**config.mk**
```make
export PLATFORM = sky130hd
export DESIGN_NAME = apb_cmd_master_flat
export DESIGN_NICKNAME = d
export VERILOG_FILES = /design/src/rtl/apb_cmd_master_if.sv /design/src/rtl/apb_cmd_master.sv /design/src/flat_wrapper.sv
export SDC_FILE = /design/constraint.sdc
export NUM_CORES = 1
export LEC_CHECK = 0
export ABC_AREA = 1
export CAP_MARGIN = 15
export CORE_MARGIN = 2
export CORE_UTILIZATION = 30
export CTS_CLUSTER_DIAMETER = 40
export DETAILED_ROUTE_END_ITERATION = 6
export PLACE_DENSITY = 0.59
export SYNTH_ARGS = -nofsm -noshare
export SYNTH_HDL_FRONTEND = slang
export SYNTH_SLANG_ARGS = --single-unit
```
**constraint.sdc**
```tcl
create_clock -name iPCLK -period 7.05 [get_ports iPCLK]
set_input_delay 0.705 -clock iPCLK [delete_from_list [all_inputs] [get_ports iPCLK]]
set_output_delay 0.705 -clock iPCLK [all_outputs]
set_load 0.01 [all_outputs]
```
**src/rtl/apb_cmd_master_if.sv**
```systemverilog
// apb_cmd_master_if: command stream, response stream and APB requester bus.
// The master modport is the apb_cmd_master side; the slave modport is the
// environment side (command source, response sink and APB completer).
interface apb_cmd_master_if #(
  parameter int unsigned ADDR_W = 16,
  parameter int unsigned DATA_W = 32
);
  localparam int unsigned STRB_W = DATA_W / 8;

  // Command stream
  logic              iCMD_VALID;
  logic              oCMD_READY;
  logic              iCMD_WRITE;
  logic [ADDR_W-1:0] iCMD_ADDR;
  logic [DATA_W-1:0] iCMD_WDATA;
  logic [STRB_W-1:0] iCMD_STRB;

  // Response stream
  logic              oRSP_VALID;
  logic              iRSP_READY;
  logic [DATA_W-1:0] oRSP_RDATA;
  logic              oRSP_ERR;

  // APB bus
  logic              oPSEL;
  logic              oPENABLE;
  logic              oPWRITE;
  logic [ADDR_W-1:0] oPADDR;
  logic [DATA_W-1:0] oPWDATA;
  logic [STRB_W-1:0] oPSTRB;
  logic [DATA_W-1:0] iPRDATA;
  logic              iPREADY;
  logic              iPSLVERR;

  modport master (
    input  iCMD_VALID, iCMD_WRITE, iCMD_ADDR, iCMD_WDATA, iCMD_STRB,
    output oCMD_READY,
    output oRSP_VALID, oRSP_RDATA, oRSP_ERR,
    input  iRSP_READY,
    output oPSEL, oPENABLE, oPWRITE, oPADDR, oPWDATA, oPSTRB,
    input  iPRDATA, iPREADY, iPSLVERR
  );

  modport slave (
    output iCMD_VALID, iCMD_WRITE, iCMD_ADDR, iCMD_WDATA, iCMD_STRB,
    input  oCMD_READY,
    input  oRSP_VALID, oRSP_RDATA, oRSP_ERR,
    output iRSP_READY,
    input  oPSEL, oPENABLE, oPWRITE, oPADDR, oPWDATA, oPSTRB,
    output iPRDATA, iPREADY, iPSLVERR
  );
endinterface

```
**src/rtl/apb_cmd_master.sv**
```systemverilog
// apb_cmd_master: turns a valid/ready command stream into single APB3/APB4
// transfers (SETUP -> ACCESS) and returns one response per transfer.
// One transfer outstanding; wait states via iPREADY; iPSLVERR returned.
// Optional: define APB_TIMEOUT_EN to force completion with an error after
// TIMEOUT consecutive ACCESS cycles with iPREADY low.
module apb_cmd_master #(
  parameter int unsigned ADDR_W  = 16,
  parameter int unsigned DATA_W  = 32,
  parameter int unsigned TIMEOUT = 16
) (
  input logic              iPCLK,
  input logic              iPRESET,
  apb_cmd_master_if.master bus
);
  localparam int unsigned STRB_W = DATA_W / 8;

  if ((TIMEOUT < 2) || (TIMEOUT > 255)) begin : g_bad_timeout
    $error("apb_cmd_master: TIMEOUT must be in 2..255");
  end

  typedef enum logic [1:0] {
    S_IDLE,
    S_SETUP,
    S_ACCESS,
    S_RESP
  } state_t;

  state_t            r_state;
  logic              r_cmd_ready;
  logic              r_rsp_valid;
  logic [DATA_W-1:0] r_rsp_rdata;
  logic              r_rsp_err;
  logic              r_psel;
  logic              r_penable;
  logic              r_pwrite;
  logic [ADDR_W-1:0] r_paddr;
  logic [DATA_W-1:0] r_pwdata;
  logic [STRB_W-1:0] r_pstrb;
  logic              w_accept;

`ifdef APB_TIMEOUT_EN
  localparam logic [7:0] LP_WAIT_LAST = 8'(TIMEOUT - 1);
  logic [7:0] r_wait;
  logic       w_timeout;
  // r_wait counts completed low-iPREADY ACCESS cycles, so the TIMEOUT-th one
  // ends on the edge where r_wait already holds TIMEOUT-1.
  assign w_timeout = (r_wait == LP_WAIT_LAST);
`endif

  assign w_accept = (r_state == S_IDLE) && r_cmd_ready && bus.iCMD_VALID;

  assign bus.oCMD_READY = r_cmd_ready;
  assign bus.oRSP_VALID = r_rsp_valid;
  assign bus.oRSP_RDATA = r_rsp_rdata;
  assign bus.oRSP_ERR   = r_rsp_err;
  assign bus.oPSEL      = r_psel;
  assign bus.oPENABLE   = r_penable;
  assign bus.oPWRITE    = r_pwrite;
  assign bus.oPADDR     = r_paddr;
  assign bus.oPWDATA    = r_pwdata;
  assign bus.oPSTRB     = r_pstrb;

  // Transfer sequencer IDLE -> SETUP -> ACCESS -> RESP with registered outputs.
  always_ff @(posedge iPCLK or posedge iPRESET) begin
    if (iPRESET) begin
      r_state     <= S_IDLE;
      r_cmd_ready <= 1'b0;
      r_rsp_valid <= 1'b0;
      r_rsp_rdata <= '0;
      r_rsp_err   <= 1'b0;
      r_psel      <= 1'b0;
      r_penable   <= 1'b0;
      r_pwrite    <= 1'b0;
      r_paddr     <= '0;
      r_pwdata    <= '0;
      r_pstrb     <= '0;
`ifdef APB_TIMEOUT_EN
      r_wait      <= '0;
`endif
    end else begin
      case (r_state)
        S_IDLE: begin
          if (w_accept) begin
            r_cmd_ready <= 1'b0;
            r_psel      <= 1'b1;
            r_penable   <= 1'b0;
            r_pwrite    <= bus.iCMD_WRITE;
            r_paddr     <= bus.iCMD_ADDR;
            r_pwdata    <= bus.iCMD_WDATA;
            r_pstrb     <= bus.iCMD_WRITE ? bus.iCMD_STRB : '0;
            r_state     <= S_SETUP;
`ifdef APB_TIMEOUT_EN
            r_wait      <= '0;
`endif
          end else begin
            r_cmd_ready <= 1'b1;
          end
        end

        S_SETUP: begin
          r_penable <= 1'b1;
          r_state   <= S_ACCESS;
        end

        S_ACCESS: begin
          if (bus.iPREADY) begin
            r_rsp_rdata <= r_pwrite ? '0 : bus.iPRDATA;
            r_rsp_err   <= bus.iPSLVERR;
            r_rsp_valid <= 1'b1;
            r_psel      <= 1'b0;
            r_penable   <= 1'b0;
            r_state     <= S_RESP;
          end
`ifdef APB_TIMEOUT_EN
          else if (w_timeout) begin
            r_rsp_rdata <= '0;
            r_rsp_err   <= 1'b1;
            r_rsp_valid <= 1'b1;
            r_psel      <= 1'b0;
            r_penable   <= 1'b0;
            r_state     <= S_RESP;
          end else begin
            r_wait <= r_wait + 8'd1;
          end
`endif
        end

        S_RESP: begin
          // Raising ready on the handshake edge keeps the loop at 4 cycles.
          if (bus.iRSP_READY) begin
            r_rsp_valid <= 1'b0;
            r_cmd_ready <= 1'b1;
            r_state     <= S_IDLE;
          end
        end

        default: r_state <= S_IDLE;
      endcase
    end
  end
endmodule

```
**src/flat_wrapper.sv**
```systemverilog
// flat-port wrapper written by rule: the top's interface ports become plain ports
module apb_cmd_master_flat 
#(
  parameter int unsigned ADDR_W  = 16,
  parameter int unsigned DATA_W  = 32,
  parameter int unsigned TIMEOUT = 16
)
  (iPCLK, iPRESET, bus_iCMD_VALID, bus_iCMD_WRITE, bus_iCMD_ADDR, bus_iCMD_WDATA, bus_iCMD_STRB, bus_oCMD_READY, bus_oRSP_VALID, bus_oRSP_RDATA, bus_oRSP_ERR, bus_iRSP_READY, bus_oPSEL, bus_oPENABLE, bus_oPWRITE, bus_oPADDR, bus_oPWDATA, bus_oPSTRB, bus_iPRDATA, bus_iPREADY, bus_iPSLVERR);
  apb_cmd_master_if #(.ADDR_W(ADDR_W), .DATA_W(DATA_W)) bus_i ();
  input logic iPCLK;
  input logic iPRESET;
  input wire logic [$bits(bus_i.iCMD_VALID)-1:0] bus_iCMD_VALID;
  input wire logic [$bits(bus_i.iCMD_WRITE)-1:0] bus_iCMD_WRITE;
  input wire logic [$bits(bus_i.iCMD_ADDR)-1:0] bus_iCMD_ADDR;
  input wire logic [$bits(bus_i.iCMD_WDATA)-1:0] bus_iCMD_WDATA;
  input wire logic [$bits(bus_i.iCMD_STRB)-1:0] bus_iCMD_STRB;
  output wire logic [$bits(bus_i.oCMD_READY)-1:0] bus_oCMD_READY;
  output wire logic [$bits(bus_i.oRSP_VALID)-1:0] bus_oRSP_VALID;
  output wire logic [$bits(bus_i.oRSP_RDATA)-1:0] bus_oRSP_RDATA;
  output wire logic [$bits(bus_i.oRSP_ERR)-1:0] bus_oRSP_ERR;
  input wire logic [$bits(bus_i.iRSP_READY)-1:0] bus_iRSP_READY;
  output wire logic [$bits(bus_i.oPSEL)-1:0] bus_oPSEL;
  output wire logic [$bits(bus_i.oPENABLE)-1:0] bus_oPENABLE;
  output wire logic [$bits(bus_i.oPWRITE)-1:0] bus_oPWRITE;
  output wire logic [$bits(bus_i.oPADDR)-1:0] bus_oPADDR;
  output wire logic [$bits(bus_i.oPWDATA)-1:0] bus_oPWDATA;
  output wire logic [$bits(bus_i.oPSTRB)-1:0] bus_oPSTRB;
  input wire logic [$bits(bus_i.iPRDATA)-1:0] bus_iPRDATA;
  input wire logic [$bits(bus_i.iPREADY)-1:0] bus_iPREADY;
  input wire logic [$bits(bus_i.iPSLVERR)-1:0] bus_iPSLVERR;
  assign bus_i.iCMD_VALID = bus_iCMD_VALID;
  assign bus_i.iCMD_WRITE = bus_iCMD_WRITE;
  assign bus_i.iCMD_ADDR = bus_iCMD_ADDR;
  assign bus_i.iCMD_WDATA = bus_iCMD_WDATA;
  assign bus_i.iCMD_STRB = bus_iCMD_STRB;
  assign bus_oCMD_READY = bus_i.oCMD_READY;
  assign bus_oRSP_VALID = bus_i.oRSP_VALID;
  assign bus_oRSP_RDATA = bus_i.oRSP_RDATA;
  assign bus_oRSP_ERR = bus_i.oRSP_ERR;
  assign bus_i.iRSP_READY = bus_iRSP_READY;
  assign bus_oPSEL = bus_i.oPSEL;
  assign bus_oPENABLE = bus_i.oPENABLE;
  assign bus_oPWRITE = bus_i.oPWRITE;
  assign bus_oPADDR = bus_i.oPADDR;
  assign bus_oPWDATA = bus_i.oPWDATA;
  assign bus_oPSTRB = bus_i.oPSTRB;
  assign bus_i.iPRDATA = bus_iPRDATA;
  assign bus_i.iPREADY = bus_iPREADY;
  assign bus_i.iPSLVERR = bus_iPSLVERR;
  apb_cmd_master #(.ADDR_W(ADDR_W), .DATA_W(DATA_W), .TIMEOUT(TIMEOUT)) u_core (.iPCLK(iPCLK), .iPRESET(iPRESET), .bus(bus_i));
endmodule
```
* Word level (Yosys, flattened, before mapping)
Index checks and enable logic that the tools add are counted.
Widths: inputs -> output; s select.
** Operators by class
- Equal/unequal tests :: 6
- Mux-type cells :: 17
- Reduce and logical (&&, ||, !) cells :: 14
** Operators with widths (number)
- $mux 32 :: 1
- $reduce_and 3->1 :: 4
- $pmux 2 s4 :: 1
- $mux 1 :: 7
- $mux 2 :: 3
- $pmux 1 s2 :: 3
- $reduce_and 2->1 :: 3
- $reduce_bool 2->1 :: 3
- $eq 2x2->1 const B :: 2
- $mux 4 :: 1
- $ne 2x2->1 const B :: 2
- $pmux 1 s3 :: 1
- $reduce_bool 3->1 :: 1
- $eq 2x1->1 const B :: 1
- $logic_and 1x1->1 :: 2
- $logic_not 2->1 :: 1
- $ne 2x1->1 const B :: 1
** Word-level totals
- Flip-flop bits (word level) :: 92
- Input port bits :: 91
- Word-level logic and storage cells :: 48

* Longest topological paths before layout
Gate-level depths: netlist of run 1.
- Word-level depth :: 5
- Mapped depth :: 8
- Gate-level depth less buffers :: 8

* Least setup slack after synthesis of run 1
OpenSTA, ideal clock, no wires.
- Path kind :: register to register
- Start point :: register u_core.r_state[0]
- End point :: register u_core.r_state[0]
- Arrival :: 1.238 ns
- Path slack :: 5.695 ns
- Cell stages (with the launch flop) :: 8
- Path buffers :: 0
- Clock period less this slack :: 1.355 ns
- Cell sequence :: dfrtp_1 -> inv_1 -> ha_1 -> nand3_2 -> nand2_1 -> nand2_1 -> nand2_1 -> nand2_1
** Between the ends
- Longest elaborated chain between the ends :: 5
- Elaborated cells between the ends (all ways) :: 11
** RTL lines
- from (decl) :: RTL line apb_cmd_master.sv:28 : state_t r_state;
- from (signal assigned) :: RTL line apb_cmd_master.sv:66 : r_state <= S_IDLE;
- from (signal assigned) :: RTL line apb_cmd_master.sv:91 : r_state <= S_SETUP;
- from (signal assigned) :: RTL line apb_cmd_master.sv:102 : r_state <= S_ACCESS;
- $logic_not 2->1 :: RTL line apb_cmd_master.sv:50, apb_cmd_master.sv:81
- $logic_and 1x1->1 (2 in series) :: RTL line apb_cmd_master.sv:50 : assign w_accept = (r_state == S_IDLE) && r_cmd_ready && bus.iCMD_VALID;
- $ne 2x1->1 (no source line)
- $reduce_and 3->1 (no source line)
Several ways; a longest one is shown, not always the timed one.
A chain may end at the register's enable or synchronous reset.

* Final worst setup path of run 1
- Start point :: input bus_iPREADY
- End point :: register u_core.r_rsp_valid, in the netlist u_core.bus.oRSP_VALID
** Between the ends
- Longest elaborated chain between the ends :: 2
** RTL lines
- from (decl) :: RTL line flat_wrapper.sv:29 : input wire logic [$bits(bus_i.iPREADY)-1:0] bus_iPREADY;
- $ne 2x2->1 (no source line)
- $reduce_and 3->1 (no source line)
- to (signal assigned) :: RTL line apb_cmd_master.sv:68 : r_rsp_valid <= 1'b0;
- to (signal assigned) :: RTL line apb_cmd_master.sv:109 : r_rsp_valid <= 1'b1;
- to (signal assigned) :: RTL line apb_cmd_master.sv:131 : r_rsp_valid <= 1'b0;
- to (decl) :: RTL line apb_cmd_master.sv:30 : logic r_rsp_valid;
No other way between the ends.

==> reports/metrics.cfg, run 1 <==
[cts]
clk_pin_slew_worst_paths_ns = 0.06
clock-sinks = 92
cts_tree = done
cts_buffer_depth = 2
cts_resized = 0
cts_hold_buf = 0
root_buffer = clkbuf_16
clock_latency_ns = 0.33
cts_max_level = 3
cts_buffers = 9
postCtsSetupBuffers = 0

[placed_design]
dp_hpwl_mm = 6.82
placed_area_sq_mm = 0.00555
numPortBuffers = 180
place_inst = 727
place.gp.congestion = 0.735

[finish]
layout_commonest_cell = nand2_1
post_layout_nonfiller_instances = 743
design_area_sq_mm = 0.00592
mostFrequentLayoutCells = 238 x nand2_1, 180 x clkdlybuf4s50_1, 92 x dfrtp_1
nets = 686
area_delta_synth_final_pct = 62.2
final_core_util_pct = 49.5
diodes = 0
drive_gt1_share_pct = 3.69

[worst_setup_path]
path_class = primary input to flop
path_delay_family = simple AND/OR/NAND/NOR gates
cp.arrival_ns = 2.44
critPathMaxStageDelay_ns = 0.58
crit_path_max_fanout = 66
path_buf_inv = 1
crit_path_cell_trace = clkdlybuf4s50_1 -> nand2_2 -> or2_2 -> nand2_1
required_ns = 7.32
critPathSlowestCell = nand2_2
end_kind = flop
crit_path_start_kind = primary input

[pwr]
cellPowerDensity_mw_per_mm2 = 439
vdd_drop_max_uv = 165
p_sw_share_pct = 33.1
clkPwrFrac_pct = 22.3
p_sw_mw = 0.861
p_int_mw = 1.74
power_frac_comb_pct = 42.6
seq_power_share_pct = 35.1
power.leakage_nw = 2.84

[floorplanning]
die_x_um = 114
initial_core_util_pct = 30.5
ios = 181
die_h_um = 114
dieArea_sq_mm = 0.0131
row_count = 40
coreArea_sq_mm = 0.0120

[synthesis]
synth_area_sq_mm = 0.00365
synth_fp_nets = 513
synth_warnings = 0
synth.avg_cell_area_sq_um = 8.73
yosys.cell_types.count = 16
netlist_instances = 418
seq_area_frac_synth_pct = 63.1
synth_seq_cells = 92

[flow_run]
max-cap-violations = 0

[global_routing]
grt_pass1_wl_mm = 15.8
grt_overflow = 0
grt_pass1_vias = 3196
grt_use_total_pct = 15.2
grt_max_degree = 67
antenna_found_initial = 0

[sta]
period_needed_ns = 2.17
tightest_slew_ns = 0.972
finalHoldViolCount = 0
rsz0062_at_grt = no
clock_skew_ns = 0.00560
period_share_pct = 30.8
timing.final.max_slew_violations = 0
fmax_ghz = 0.460
slew_headroom_pct = 35.0
setup_viol_count_final = 0
setup_tns_ns = 0

[run_status]
outcome = complete, no violations

[detailed_routing]
via_per_inst = 4.34
wl_per_cell_um = 13.0
routed_wl_mm = 9.66
drt_iter0_markers = 192
postRouteAntennaNets = 0
dr.pass1.iters = 4
drc = 0
dr_total_vias = 3223

[hold_path]
hold_class = flop to flop

-- layout make-up --
cell class              instances  area [sq um]
well taps                     147           184
repair buffers                182          1820
clock buffers                  10           229
multi-input cells             294          1200
inverters                      12          47.5
clock inverters                 6           136
flip-flops and latches         92          2300
fillers                      1133          6040
-- cell families after synthesis --
kind of cell | share of synthesized area, %
flops | 63.1
buf+inv | 3.98
fa+ha+maj | 1.37
simple gates | 26.5
compound gates | 5.01
-- sequential cells by signal (all words and copies together), names as in the netlist, 2 cells and up --
| signal | flops |
|---|---|
| u_core.bus.oPADDR | 16 |
| u_core.bus.oPSTRB | 4 |
| u_core.bus.oPWDATA | 32 |
| u_core.r_state | 2 |
| u_core.bus.oRSP_RDATA | 32 |
-- metrics by stage --
stage	power (mW)	worst slack (ns)	hold WS (ns)
floorplan	1.41	3.95	0.490
global placement	2.02	4.49	0.452
detailed placement	2.04	4.46	0.468
CTS	2.64	4.81	0.484
global route	2.81	4.64	0.507
finish	2.60	4.88	0.481
-- routing by layer --
metal  GRT usage, %  part of all wire, %  up-vias
met5              0                    0        -
met4           4.80                  1.0        0
met3           4.98                  8.8        8
met2           22.3                   42      139
met1           21.3                   48     1449
li1               -                    -     1627
-- synthesized netlist by cell type (all sizes together) --
cell    number  share of area, %
nand2      239                25
inv         12               1.2
nand3        6              0.96
or2          1              0.17
o21bai       1              0.21
o21ai       33               4.5
a21oi        2              0.27
clkbuf       7              0.72
nor2         8              0.82
ha           4               1.4
buf         13               2.0
dfrtp       92                63
-- power groups by stage --
| stage | logic (mW) | registers (mW) | clock network (mW) |
|---|---|---|---|
| floorplan | 0.403 | 1.01 | 0 |
| detailed placement | 1.12 | 0.918 | 0 |
| global placement | 1.11 | 0.913 | 0 |
| global route | 1.24 | 0.945 | 0.624 |
| finish | 1.11 | 0.914 | 0.579 |
| CTS | 1.12 | 0.917 | 0.595 |
-- worst paths after layout --
path                                                        start                                     to  slack [ns]  depth (start not counted)
worst max-delay path                                  bus_iPREADY      u_core.bus.oRSP_VALID$_DFFE_PP0P_        4.88                          4
worst min-delay path            u_core.bus.oPADDR[14]$_DFFE_PP0P_      u_core.bus.oPADDR[14]$_DFFE_PP0P_        0.48                          2
worst max register to register      u_core.r_state[0]$_DFFE_PP0P_     u_core.bus.oPWDATA[20]$_DFFE_PP0P_        4.94                          7
worst min register to register  u_core.bus.oPADDR[14]$_DFFE_PP0P_      u_core.bus.oPADDR[14]$_DFFE_PP0P_        0.48                          2
max in group asynchronous                                 iPRESET  u_core.bus.oRSP_RDATA[30]$_DFFE_PP0P_        5.24                          3
min in group asynchronous                                 iPRESET  u_core.bus.oRSP_RDATA[27]$_DFFE_PP0P_        0.78                          2
-- worst reg2reg max path, stage by stage (launching register included) --
cell and delay (ns):
dfrtp_1 0.40, inv_1 0.08, ha_1 0.26, nand3_2 0.07, buf_4 0.45, inv_2 0.48, nand2_1 0.19, nand2_1 0.07
Note: power is estimated with default switching activity, not from simulation.
==> run 2, diff against run 1 <==
--- a/config.mk
+++ b/config.mk
@@ -11,7 +11,7 @@
 export CORE_UTILIZATION = 30
 export CTS_CLUSTER_DIAMETER = 40
 export DETAILED_ROUTE_END_ITERATION = 6
-export PLACE_DENSITY = 0.59
+export PLACE_DENSITY = 0.61
 export SYNTH_ARGS = -nofsm -noshare
 export SYNTH_HDL_FRONTEND = slang
 export SYNTH_SLANG_ARGS = --single-unit
==> constraint.sdc (replaced) <==
create_clock -name iPCLK -period 1.9 [get_ports iPCLK]
set_input_delay 0.19 -clock iPCLK [delete_from_list [all_inputs] [get_ports iPCLK]]
set_output_delay 0.19 -clock iPCLK [all_outputs]
set_load 0.01 [all_outputs]
==> run 2 against run 1 <==
  * Count of clock-buffer cells in the layout rose by 1
  * Worst hold slack got worse by 0.26 ns
  * Cell count rose by 0.94%
  * First-iteration DRC count rose by 1.6%
  * Sequential power rose to 3.7 times the previous value
  * Critical path depth rose by 3
  * Final area rose by 0.11%
  * Die area did not move
  * Register-to-register slack got worse by 4.6 ns
  * Combinational power rose to 3.8 times the previous value
  * Flip-flop and latch count did not move
  * Critical endpoint is now u_core.bus.oPWDATA[15]$_DFFE_PP0P_
  * Largest cell class unchanged
==> reports/metrics.cfg, run 2 (same netlist as run 1, synthesis figures left out) <==
[run_status]
outcome = complete, no violations

[sta]
timing.final.max_slew_violations = 0
tightest_slew_ns = 0.481
period_needed_ns = 1.56
slew_headroom_pct = 67.8
setup_tns_ns = 0
period_share_pct = 82.1
finalHoldViolCount = 0
setup_viol_count_final = 0
clock_skew_ns = 0.00566
rsz0062_at_grt = no
fmax_ghz = 0.641

[finish]
layout_commonest_cell = nand2_1
drive_gt1_share_pct = 4.81
area_delta_synth_final_pct = 62.4
diodes = 0
post_layout_nonfiller_instances = 750
final_core_util_pct = 49.5
mostFrequentLayoutCells = 238 x nand2_1, 180 x clkdlybuf4s50_1, 92 x dfrtp_1
nets = 693

[pwr]
p_total_mw = 9.25
power.leakage_nw = 2.83
cellPowerDensity_mw_per_mm2 = 1560
vdd_drop_max_uv = 588

[global_routing]
grt_pass1_vias = 3233
grt_overflow = 0
antenna_found_initial = 0
grt_pass1_wl_mm = 16.1
grt_use_total_pct = 15.7
grt_max_degree = 45

[detailed_routing]
drc = 0
wl_per_cell_um = 13.5
via_per_inst = 4.42
dr_total_vias = 3317
dr.pass1.iters = 4
drt_iter0_markers = 195
routed_wl_mm = 10.1
postRouteAntennaNets = 0

[worst_setup_path]
required_ns = 2.17
ff2ff_path_depth = 7
cp.arrival_ns = 1.83
crit_path_max_fanout = 39
r2r_start = u_core.r_state[0]$_DFFE_PP0P_
crit_path_start_kind = flop
path_class = flop to flop
regToRegSetupSlack_ns = 0.34
r2r_end = u_core.bus.oPWDATA[15]$_DFFE_PP0P_
end_kind = flop

[floorplanning]
row_count = 40
initial_core_util_pct = 30.5
die_x_um = 114
die_h_um = 114
coreArea_sq_mm = 0.0120
dieArea_sq_mm = 0.0131
ios = 181

[cts]
cts_buffer_depth = 2
cts_max_level = 3
cts_tree = done
clk_pin_slew_worst_paths_ns = 0.07
root_buffer = clkbuf_16
cts_buffers = 9
cts_resized = 0
cts_hold_buf = 0
clock_latency_ns = 0.34
postCtsSetupBuffers = 0
clock-sinks = 92

[placed_design]
dp_hpwl_mm = 7.42
numPortBuffers = 180
place.gp.congestion = 0.817
place_inst = 734

[flow_run]
max-cap-violations = 0

[hold_path]
hold_class = primary input to asynchronous set/reset pin

[run 2: final cells by class]
cell class / count / area, sq um
Fill cell: 1144 / 6040
Sequential cell: 92 / 2300
Timing Repair Buffer: 189 / 1910
Multi-Input combinational cell: 294 / 1200
Clock buffer: 11 / 243
Tap cell: 147 / 184
Inverter: 12 / 48.8
Clock inverter: 5 / 37.5
[run 2: routing by layer]
metal  track usage (%)  up-vias  wire, um
met5                 0        -         0
met1              21.0     1504      4670
li1                  -     1645         -
met4              6.42        0       159
met2              24.4      155      4410
met3              4.13       13       890
[run 2: metrics by stage]
step / instance area [sq um] / setup slack [ns] / hold WS [ns]
final: 5930 / 0.340 / 0.225
after global routing: 5930 / 0.198 / 0.254
after CTS: 5930 / 0.320 / 0.234
after detailed placement: 5650 / 0.335 / 0.463
after global placement: 5650 / 0.433 / 0.456
after floorplan: 3650 / 0.545 / 0.300
[run 2: critical path: stages, from the launching register on]
cell and delay, ns:
dfrtp_1 0.41, inv_1 0.10, ha_1 0.24, nand3_2 0.15, inv_2 0.21, buf_12 0.23, nand2_1 0.08, nand2_1 0.06
[run 2: worst max path at each step]
stage / endpoint / cells past startpoint / slack, ns / startpoint
finish: u_core.bus.oPWDATA[15]$_DFFE_PP0P_ / 7 / 0.34 / u_core.r_state[0]$_DFFE_PP0P_
global placement: u_core.bus.oPWDATA[7]$_DFFE_PP0P_ / 7 / 0.43 / u_core.r_state[0]$_DFFE_PP0P_
CTS: u_core.bus.oPWDATA[19]$_DFFE_PP0P_ / 7 / 0.32 / u_core.r_state[0]$_DFFE_PP0P_
detailed placement: u_core.bus.oPWDATA[22]$_DFFE_PP0P_ / 7 / 0.34 / u_core.r_state[0]$_DFFE_PP0P_
floorplan: u_core.r_state[1]$_DFFE_PP0P_ / 7 / 0.54 / u_core.r_state[0]$_DFFE_PP0P_
global route: u_core.bus.oPWDATA[19]$_DFFE_PP0P_ / 7 / 0.20 / u_core.r_state[0]$_DFFE_PP0P_
[run 2: report_power, final]
group          switching, mW  internal, mW
clock network          0.738         0.922
registers              0.512          2.86
logic                   2.00          2.23
